--- config.mk ---
export PLATFORM = sky130hd
export DESIGN_NAME = cons_buf_flat
export DESIGN_NICKNAME = d
export VERILOG_FILES = /design/src/rtl/cons_pkg.sv /design/src/rtl/cons_buf_if.sv /design/src/rtl/cons_buf_sfifo.sv /design/src/rtl/cons_buf.sv /design/src/flat_wrapper.sv
export SDC_FILE = /design/constraint.sdc
export NUM_CORES = 1
export LEC_CHECK = 0
export CAP_MARGIN = 10
export CORE_MARGIN = 1
export CORE_UTILIZATION = 30
export CTS_BUF_LIST = sky130_fd_sc_hd__clkbuf_16
export CTS_CLUSTER_SIZE = 40
export DETAILED_ROUTE_END_ITERATION = 12
export DONT_BUFFER_PORTS = 1
export HOLD_SLACK_MARGIN = 0.15
export SYNTH_ARGS = -nofsm -noshare
export SYNTH_HDL_FRONTEND = slang
export SYNTH_SLANG_ARGS = --single-unit
--- constraint.sdc ---
create_clock -name clk -period 5.1 [get_ports clk]
set_clock_uncertainty 0.15 [all_clocks]
set_input_delay 1.02 -clock clk [delete_from_list [all_inputs] [get_ports clk]]
set_output_delay 1.02 -clock clk [all_outputs]
set_load 0.05 [all_outputs]
--- src/rtl/cons_pkg.sv ---
// Shared definitions for the consumer buffer: FSM state encoding and default sizing.
package cons_pkg;

   typedef enum logic [1:0] {
      IDLE = 2'b00,
      PROC = 2'b01,
      DONE = 2'b10
   } state_t;

   localparam int DEF_DEPTH     = 8;
   localparam int DEF_W         = 8;
   localparam int DEF_PROC_BASE = 1;

endpackage

--- src/rtl/cons_buf_if.sv ---
// Producer-to-consumer stream: a strobe plus a data word, with no backpressure path.
interface cons_buf_if #(
   parameter int W = 8
);
   logic         val;
   logic [W-1:0] data;

   modport master (output val, output data);
   modport slave  (input  val, input  data);
endinterface

--- src/rtl/cons_buf_sfifo.sv ---
// Circular FIFO with registered occupancy; read data is the current head (no fall-through).
module sfifo #(
   parameter int DEPTH = 8,
   parameter int W     = 8
) (
   input  logic                     clk,
   input  logic                     rst_b,
   input  logic                     push,
   input  logic                     pop,
   input  logic [W-1:0]             wdata,
   output logic [W-1:0]             rdata,
   output logic [$clog2(DEPTH):0]   lvl,
   output logic                     full,
   output logic                     empty
);

   localparam int AW = $clog2(DEPTH);
   localparam logic [AW:0] FULL_LVL = (AW+1)'(DEPTH);

   logic [W-1:0]  mem [DEPTH];
   logic [AW-1:0] wr_ptr;
   logic [AW-1:0] rd_ptr;

   // Storage carries no reset; entries are only meaningful while counted in lvl.
   always_ff @(posedge clk) begin
      if (push) mem[wr_ptr] <= wdata;
   end

   always_ff @(posedge clk or negedge rst_b) begin
      if (!rst_b) begin
         wr_ptr <= '0;
         rd_ptr <= '0;
         lvl    <= '0;
      end else begin
         if (push) wr_ptr <= wr_ptr + AW'(1);
         if (pop)  rd_ptr <= rd_ptr + AW'(1);
         case ({push, pop})
            2'b10:   lvl <= lvl + (AW+1)'(1);
            2'b01:   lvl <= lvl - (AW+1)'(1);
            default: lvl <= lvl;
         endcase
      end
   end

   assign rdata = mem[rd_ptr];
   assign full  = (lvl == FULL_LVL);
   assign empty = (lvl == '0);

endmodule

--- src/rtl/cons_buf.sv ---
// Consumer stage: buffers the producer stream and services each word for a data-dependent time.
//
//   state | meaning
//   IDLE  | waiting; pops the head word when the FIFO is not empty
//   PROC  | service timer counting down to zero
//   DONE  | ack pulse; word is summed and counted on exit
module cons_buf
   import cons_pkg::*;
#(
   parameter int DEPTH     = DEF_DEPTH,
   parameter int W         = DEF_W,
   parameter int PROC_BASE = DEF_PROC_BASE
) (
   input  logic                   clk,
   input  logic                   rst_b,
   cons_buf_if.slave              in_if,
   output logic [15:0]            sum,
   output logic [7:0]             cnt,
   output logic [$clog2(DEPTH):0] lvl,
   output logic                   ovf,
   output logic                   busy,
   output logic                   ack
);

   // Wide enough for the largest load, PROC_BASE + 3.
   localparam int TW = $clog2(PROC_BASE + 4);

   state_t        state_q, state_d;
   logic [TW-1:0] tmr_q, tmr_d;
   logic [W-1:0]  cur_q, cur_d;
   logic          pop;
   logic          push;
   logic          drop;
   logic          acc;
   logic [W-1:0]  rdata;
   logic          full;
   logic          empty;

   sfifo #(
      .DEPTH (DEPTH),
      .W     (W)
   ) u_fifo (
      .clk   (clk),
      .rst_b (rst_b),
      .push  (push),
      .pop   (pop),
      .wdata (in_if.data),
      .rdata (rdata),
      .lvl   (lvl),
      .full  (full),
      .empty (empty)
   );

   // A full FIFO still accepts a word when the head leaves on the same edge.
   assign push = in_if.val && (!full || pop);
   assign drop = in_if.val && full && !pop;

   always_comb begin
      state_d = state_q;
      tmr_d   = tmr_q;
      cur_d   = cur_q;
      pop     = 1'b0;
      acc     = 1'b0;
      case (state_q)
         IDLE: begin
            if (!empty) begin
               pop     = 1'b1;
               cur_d   = rdata;
               tmr_d   = TW'(PROC_BASE) + TW'(rdata[1:0]);
               state_d = PROC;
            end
         end
         PROC: begin
            if (tmr_q == '0) state_d = DONE;
            else             tmr_d   = tmr_q - TW'(1);
         end
         DONE: begin
            acc     = 1'b1;
            state_d = IDLE;
         end
         default: state_d = IDLE;
      endcase
   end

   always_ff @(posedge clk or negedge rst_b) begin
      if (!rst_b) begin
         state_q <= IDLE;
         tmr_q   <= '0;
         cur_q   <= '0;
         sum     <= '0;
         cnt     <= '0;
         ovf     <= 1'b0;
      end else begin
         state_q <= state_d;
         tmr_q   <= tmr_d;
         cur_q   <= cur_d;
         if (acc) begin
            sum <= sum + 16'(cur_q);
            cnt <= cnt + 8'd1;
         end
         if (drop) ovf <= 1'b1;
      end
   end

   assign busy = (state_q != IDLE);
   assign ack  = (state_q == DONE);

endmodule

--- src/flat_wrapper.sv ---
// flat-port wrapper written by rule: the top's interface ports become plain ports
module cons_buf_flat import cons_pkg::*;
#(
   parameter int DEPTH     = DEF_DEPTH,
   parameter int W         = DEF_W,
   parameter int PROC_BASE = DEF_PROC_BASE
)
  (clk, rst_b, sum, cnt, lvl, ovf, busy, ack, in_if_val, in_if_data);
  cons_buf_if #(.W(W)) in_if_i ();
  input  logic clk;
  input  logic rst_b;
  output logic [15:0] sum;
  output logic [7:0] cnt;
  output logic [$clog2(DEPTH):0] lvl;
  output logic ovf;
  output logic busy;
  output logic ack;
  input wire logic [$bits(in_if_i.val)-1:0] in_if_val;
  input wire logic [$bits(in_if_i.data)-1:0] in_if_data;
  assign in_if_i.val = in_if_val;
  assign in_if_i.data = in_if_data;
  cons_buf #(.DEPTH(DEPTH), .W(W), .PROC_BASE(PROC_BASE)) u_core (.clk(clk), .rst_b(rst_b), .in_if(in_if_i), .sum(sum), .cnt(cnt), .lvl(lvl), .ovf(ovf), .busy(busy), .ack(ack));
endmodule
==> metrics.csv, run 1 <==
metric,value,unit
die width,131.3,µm
number of global-route vias before repair,2849,
sequential power share,47.4,%
largest net degree at the start of global routing,49,
Worst path slowest cell,nor3_1,
number of cells after detailed placement,560,
clock root buffer,clkbuf_16,
diodes inserted,0,
initial antenna violation count,0,
top_reg_cell synth,edfxtp_1,
post-cts resize count,0,
CTS tree,yes,
Post-Route Utilization,34.38,%
wl on met1,4157,µm
unrepaired setup endpoints after global routing,false,
Die ar.,17240,µm²
crit-path max FO,9,
Critical Setup Path Class,reg -> reg,
Slew HR,23.18,%
highest routed layer,met4,
Detail Route Antenna Nets,0,
total track usage,11.22,%
Worst Path Arrival,2800,ps
post-synth top area share,38.31,%
post-synthesis cell type count,59,
clk buf depth,2,
cell-internal power,0.002062,W
Clock transition at path regs,70,ps
Die H,131.3,µm
leakage,2.136,nW
flop2flop setup slack,2120,ps
"Clk Latency, worst-skew pair",350,ps
TNS Setup,0,ps
fillers,1563,
DR pass1 iterations,4,
Area Overhead vs Synth,10.45,%
Switch Pwr,0.001325,W
vias per cell,4.783,
post-layout minimum cycle time,2979,ps
Setup Buffers After CTS,0,
Post-Route WL,8968,µm
Post-Syn Instances,354,
Power Dens Cells,611.4,nW/µm²
YS warnings,0,
placed inst area,5230,µm²
CTS Buf Count,9,
hold crit path type,in -> async,
sequential area share after synthesis,62.26,%
final hold vios,0,
Syn Std Cell Area,5016,µm²
WL met3,564,µm
first-pass GRT wire length,14910,µm
H-tree levels,3,
post-synthesis sequential element count,112,
worst endpoint required time,4920,ps
# IOs,42,
Final Setup Violations,0,
clk sink count,112,
NumNets Final,382,
core area,16120,µm²
metal2 WL,4169,µm
fin cells,576,
"Avg Cell Area, Syn",14.17,µm²
routability cong.,0.7852,
Crit path largest cell delay,900,ps
Sw Share,39.11,%
"EDFF count, synth",64,
worst slew pin tran,1144,ps
Final period util,58.41,%
worst vdd ir,0.2086,mV
remaining global-route overflow,0,
site row count,46,
sequence of cells on the critical path,nor4b_2 -> a21boi_1 -> nand2b_1 -> nor3_1,
IO Port Bufs,0,
"Non-Filler Cell Area, Final",5540,µm²
Startpoint Class,flop,
max-slew violation count,0,
DRC,0,
Gate power share,31.2,%
Detail Placement HPWL,6297,µm
capturing element type of the critical path,flop,
routed len/inst,15.57,µm
maximum clock rate,335.7,MHz
share of layout cells above drive strength 1,13.06,%
status,finished clean,
via count,2755,
dominant cell type by area after synthesis,edfxtp_1,
max_cap viols,0,
ranking of synthesized cells by area,"edfxtp_1 38%, dfrtp_1 24%, mux4_2 6.3%",
Post-Syn Nets,381,
Initial Utilization,31.13,%
Iter 0 DRT Violations,140,
asr flop ratio synth,42.86,%
power share of the clock group,21.4,%
hold buffers post-CTS,0,
-- metrics by stage --
step           power (W)  setup slack [ps]  hold slack [ps]
3_5_place_dp    0.002693              2050            329.0
5_1_grt         0.003616              1883            182.0
2_1_floorplan   0.002461              2172            303.8
4_1_cts         0.003435              2056            187.0
6_report        0.003387              2121            209.2
3_3_place_gp    0.002655              2070            322.2
-- worst max-delay path, delay by kind of cell, from the launching register on --
| kind | cells | cell delay (ps) |
|---|---|---|
| flops | 1 | 820 |
| simple gates | 3 | 1230 |
| compound gates | 1 | 390 |
-- routing by layer --
layer | vias up | global-route usage, %
met5 | - | 0
li1 | 1330 | -
met2 | 48 | 17.76
met1 | 1367 | 14.10
met4 | 0 | 2.326
met3 | 10 | 5.015
-- flip-flops by register name (all words and copies together), names as in the netlist --
| register | count |
|---|---|
| u_core.u_fifo.mem | 64 |
| u_core.ovf | 1 |
| u_core.cur_q | 8 |
| u_core.sum | 16 |
| u_core.u_fifo.wr_ptr | 3 |
| u_core.u_fifo.lvl | 4 |
| u_core.u_fifo.rd_ptr | 3 |
| u_core.state_q | 2 |
| u_core.tmr_q | 3 |
| u_core.cnt | 8 |
-- layout by cell type (no fill, tap or decap), types with 2 or more instances in the layout --
cell type / netlist / routed
a211oi_1: 3 / 3
or4_1: 2 / 2
inv_2: 2 / 2
clkbuf_16: 0 / 9
mux2_2: 3 / 3
nand3_1: 7 / 7
a21oi_1: 11 / 11
nand2_1: 45 / 45
xor2_1: 9 / 9
nand2b_1: 4 / 4
nor2_1: 9 / 9
and3_1: 5 / 5
o221a_2: 2 / 2
inv_1: 9 / 10
a31oi_1: 3 / 3
inv_8: 0 / 3
o21ai_0: 11 / 11
mux4_1: 2 / 2
and2_1: 2 / 2
a21o_1: 6 / 6
nand4_1: 3 / 3
ha_1: 15 / 15
mux4_2: 14 / 14
mux2i_1: 7 / 7
dfrtp_1: 48 / 48
o211ai_1: 2 / 2
edfxtp_1: 64 / 64
nor3_1: 9 / 9
o21a_1: 2 / 2
buf_4: 1 / 2
xnor2_1: 16 / 16
-- path summary, 6_finish.rpt --
kind | start | cells after the start | endpoint
min in group clk | u_core.cur_q[3]$_DFFE_PN0N_ | 2 | u_core.cur_q[3]$_DFFE_PN0N_
worst min register to register | u_core.cur_q[3]$_DFFE_PN0N_ | 2 | u_core.cur_q[3]$_DFFE_PN0N_
worst min-delay path | rst_b | 0 | u_core.cnt[2]$_DFFE_PN0P_
worst max-delay path | u_core.u_fifo.lvl[1]$_DFFE_PN0P_ | 4 | u_core.u_fifo.mem[0][0]$_DFFE_PP_
max in group asynchronous | rst_b | 0 | u_core.sum[5]$_DFFE_PN0P_
worst max register to register | u_core.u_fifo.lvl[1]$_DFFE_PN0P_ | 4 | u_core.u_fifo.mem[0][0]$_DFFE_PP_
-- power groups by stage --
stage,Combinational [W],Clock [W],Sequential (W)
detailed placement,0.00106,0,0.00163
global placement,0.00103,0,0.00162
CTS,0.00107,0.000754,0.00161
finish,0.00106,0.000725,0.00161
floorplan,0.000941,0,0.00152
global route,0.00119,0.000786,0.00164
-- Yosys cell counts (3+ instances only) --
cell type,number
ha_1,15
and3_1,5
xnor2_1,16
o21ai_0,11
a31oi_1,3
nor3_1,9
mux2_2,3
nand3_1,7
nand2b_1,4
buf_2,6
xor2_1,9
nand2_1,45
a211oi_1,3
edfxtp_1,64
clkbuf_1,3
dfrtp_1,48
nor2_1,9
mux4_2,14
mux2i_1,7
nand4_1,3
a21o_1,6
inv_1,9
a21oi_1,11
-- logic make-up after synthesis --
kind of cell | Yosys count | share of synthesized area (%)
flops | 112 | 62.26
simple gates | 97 | 9.628
compound gates | 54 | 7.508
mux | 27 | 9.853
xor+xnor | 25 | 4.365
buf+inv | 23 | 2.245
fa+ha+maj | 16 | 4.141
-- final cells by class --
type,count,area (µm²),share of cell area [%]
Timing Repair Buffer,2,15.01,0.2710
Multi-Input combinational cell,219,1780,32.14
Inverter,11,41.29,0.7453
Sequential cell,112,3123,56.37
Tap cell,216,270.3,4.878
Clock buffer,9,225.2,4.065
Clock inverter,7,85.08,1.536
(Power assumes the default switching activity.)
==> run 2, diff against run 1 <==
clock period = 2.59 ns   (was 5.1 ns; I/O delays follow)
==> run 2 against run 1 <==
Clock power increased by 97%. Combinational power increased to 2.7 times the previous value. First-iteration DRC count increased by 7.1%. Power increased by 110%. Fmax increased by 27%. Critical path depth increased by 2. Clock-buffer cell count unchanged. Final cell count increased by 6.9%. Sequential power increased by 67%. Global-route usage increased by 0.86 points. Worst setup slack got worse by 1900 ps. Critical path type unchanged. Highest routed layer unchanged.
==> metrics.csv, run 2 (synthesized netlist as in run 1, its figures left out) <==
metric,value,unit,change
Post-Route Utilization,36.55,%,was 34.38%
DRC,0,,unchanged
clock root buffer,clkbuf_16,,unchanged
TNS Setup,0,ps,unchanged
first-pass GRT wire length,16130,µm,was 14910 µm
Detail Route Antenna Nets,0,,unchanged
hold endpoint,u_core.u_fifo.lvl[2]$_DFFE_PN0P_,,
diodes inserted,0,,unchanged
"Clk Latency, worst-skew pair",360,ps,was 350 ps
Initial Utilization,31.13,%,unchanged
number of global-route vias before repair,3118,,was 2849
status,finished clean,,unchanged
largest net degree at the start of global routing,49,,unchanged
unrepaired setup endpoints after global routing,false,,unchanged
Post-Route WL,9730,µm,was 8968 µm
WHS Path Cells,2,,
maximum clock rate,425.5,MHz,was 335.7 MHz
NumNets Final,422,,was 382
number of cells after detailed placement,589,,was 560
reg2reg start,u_core.sum[0]$_DFFE_PN0P_,,was u_core.u_fifo.lvl[1]$_DFFE_PN0P_
Reg-to-Reg End,u_core.sum[10]$_DFFE_PN0P_,,was u_core.u_fifo.mem[0][0]$_DFFE_PP_
clk buf depth,2,,unchanged
Iter 0 DRT Violations,150,,was 140
Gate power share,41.0,%,was 31.2%
biggest regs,"u_core.u_fifo.mem (64), u_core.sum (16)",,unchanged
"Most flops, register",u_core.u_fifo.mem,,unchanged
CTS Buf Count,9,,unchanged
site row count,46,,unchanged
H-tree levels,3,,unchanged
Area Overhead vs Synth,17.41,%,was 10.45%
power share of the clock group,20.5,%,was 21.4%
Crit path largest cell delay,430,ps,was 900 ps
max_cap viols,0,,unchanged
cell-internal power,0.004212,W,was 0.002062 W
initial antenna violation count,0,,unchanged
Final period util,90.75,%,was 58.41%
worst slew pin tran,601.7,ps,was 1144 ps
Sw Share,39.74,%,was 39.11%
CTS tree,yes,,unchanged
# IOs,42,,unchanged
Die H,131.3,µm,unchanged
"most common cell after layout, fill and taps aside",edfxtp_1,,unchanged
routability cong.,0.7784,,was 0.7852
die width,131.3,µm,unchanged
Hold Startpoint,in_if_val,,
Setup Buffers After CTS,0,,unchanged
vias per cell,4.802,,was 4.783
sequence of cells on the critical path,ha_1 -> fa_1 -> a21o_1 -> a311o_1 -> a21bo_2 -> xor2_1,,was nor4b_2 -> a21boi_1 -> nand2b_1 -> nor3_1
Worst path slowest cell,fa_1,,was nor3_1
crit-path max FO,4,,was 9
DR pass1 iterations,4,,unchanged
Switch Pwr,0.002779,W,was 0.001325 W
capturing element type of the critical path,flop,,unchanged
remaining global-route overflow,0,,unchanged
worst vdd ir,0.4673,mV,was 0.2086 mV
post-cts resize count,0,,unchanged
Slew HR,59.89,%,was 23.18%
Power Dens Cells,1187,nW/µm²,was 611.4 nW/µm²
family with the most delay on the worst path,compound AO/OA/AOI/OAI gates,,was simple AND/OR/NAND/NOR gates
Die ar.,17240,µm²,unchanged
Worst Path Arrival,2420,ps,was 2800 ps
fin cells,616,,was 576
Clock transition at path regs,80,ps,was 70 ps
sequential power share,38.5,%,was 47.4%
CP Launch Point,u_core.sum[0]$_DFFE_PN0P_,,was u_core.u_fifo.lvl[1]$_DFFE_PN0P_
Detail Placement HPWL,6808,µm,was 6297 µm
clk sink count,112,,unchanged
routed len/inst,15.80,µm,was 15.57 µm
max-slew violation count,0,,unchanged
share of layout cells above drive strength 1,19.50,%,was 13.06%
final hold vios,0,,unchanged
leakage,2.334,nW,was 2.136 nW
most frequent cells in the layout,"64 x edfxtp_1, 48 x dfrtp_1, 45 x nand2_1, 31 x buf_4, 16 x xnor2_1",,"was 64 x edfxtp_1, 48 x dfrtp_1, 45 x nand2_1, 16 x xnor2_1, 15 x ha_1"
Final Setup Violations,0,,unchanged
via count,2958,,was 2755
Critical Setup Path Class,reg -> reg,,unchanged
hold buffers post-CTS,11,,was 0
max FFs per register,64,,unchanged
CP bufs+invs,0,,unchanged
hold crit path type,in -> reg,,was in -> async
Startpoint Class,flop,,unchanged
worst endpoint required time,2660,ps,was 4920 ps
total track usage,12.08,%,was 11.22%
core area,16120,µm²,unchanged
flop2flop setup slack,240,ps,was 2120 ps
worst r2r path cells,6,,was 4
IO Port Bufs,0,,unchanged
post-layout minimum cycle time,2350,ps,was 2979 ps
run 2: through the flow:
step / hold WS (ps) / setup slack [ps] / area, µm² / power, W
2_1_floorplan: 72.41 / 71.40 / 5016 / 0.004845
3_3_place_gp: 73.77 / 317.0 / 5448 / 0.005497
3_5_place_dp: 73.31 / 260.9 / 5448 / 0.005598
4_1_cts: 237.7 / 245.7 / 5889 / 0.007086
5_1_grt: 257.6 / 155.5 / 5889 / 0.007456
6_report: 254.9 / 239.7 / 5889 / 0.006991
run 2: power by group through the flow:
stage / logic (W) / registers, W / clock network (W)
6_report: 0.00287 / 0.00269 / 0.00143
5_1_grt: 0.00318 / 0.00275 / 0.00153
4_1_cts: 0.00292 / 0.00270 / 0.00147
3_5_place_dp: 0.00287 / 0.00273 / 0
3_3_place_gp: 0.00279 / 0.00271 / 0
2_1_floorplan: 0.00185 / 0.00299 / 0
run 2: final cells by class:
| class | count | area [µm²] |
|---|---|---|
| clock inverter | 7 | 88.84 |
| clock buffer | 9 | 225.2 |
| sequential | 112 | 3123 |
| inverter | 11 | 41.29 |
| timing repair buffer | 42 | 360.3 |
| tap | 216 | 270.3 |
| multi-input combinational | 219 | 1780 |
| fill | 1548 | 10230 |
run 2: worst max-delay path by stage:
| stage | slack, ps | depth (start not counted) | end |
|---|---|---|---|
| final | 240 | 6 | u_core.sum[10]$_DFFE_PN0P_ |
| after global routing | 160 | 6 | u_core.sum[10]$_DFFE_PN0P_ |
| after CTS | 250 | 6 | u_core.sum[10]$_DFFE_PN0P_ |
| after detailed placement | 260 | 6 | u_core.sum[10]$_DFFE_PN0P_ |
| after global placement | 320 | 6 | u_core.sum[10]$_DFFE_PN0P_ |
| after floorplan | 70 | 5 | u_core.u_fifo.mem[1][0]$_DFFE_PP_ |
run 2: worst register-to-register path: stages, from the launching register on:
cell and delay [ps]:
dfrtp_1 380, ha_1 240, fa_1 430, a21o_1 230
a311o_1 420, a21bo_2 230, xor2_1 140
run 2: layer usage:
| layer | track usage, % | share of wire (%) | up-vias |
|---|---|---|---|
| met3 | 4.514 | 6.5 | 12 |
| li1 | - | - | 1412 |
| met2 | 20.09 | 48 | 66 |
| met5 | 0 | 0 | - |
| met4 | 3.488 | 1.2 | 0 |
| met1 | 14.55 | 44 | 1468 |
==> run 3, diff against run 2 <==
ABC_CLOCK_PERIOD_IN_PS = 2590   (was default)
==> results of run 3 <==
Same layout as run 2: the final DEF is identical, and so are final timing and power.
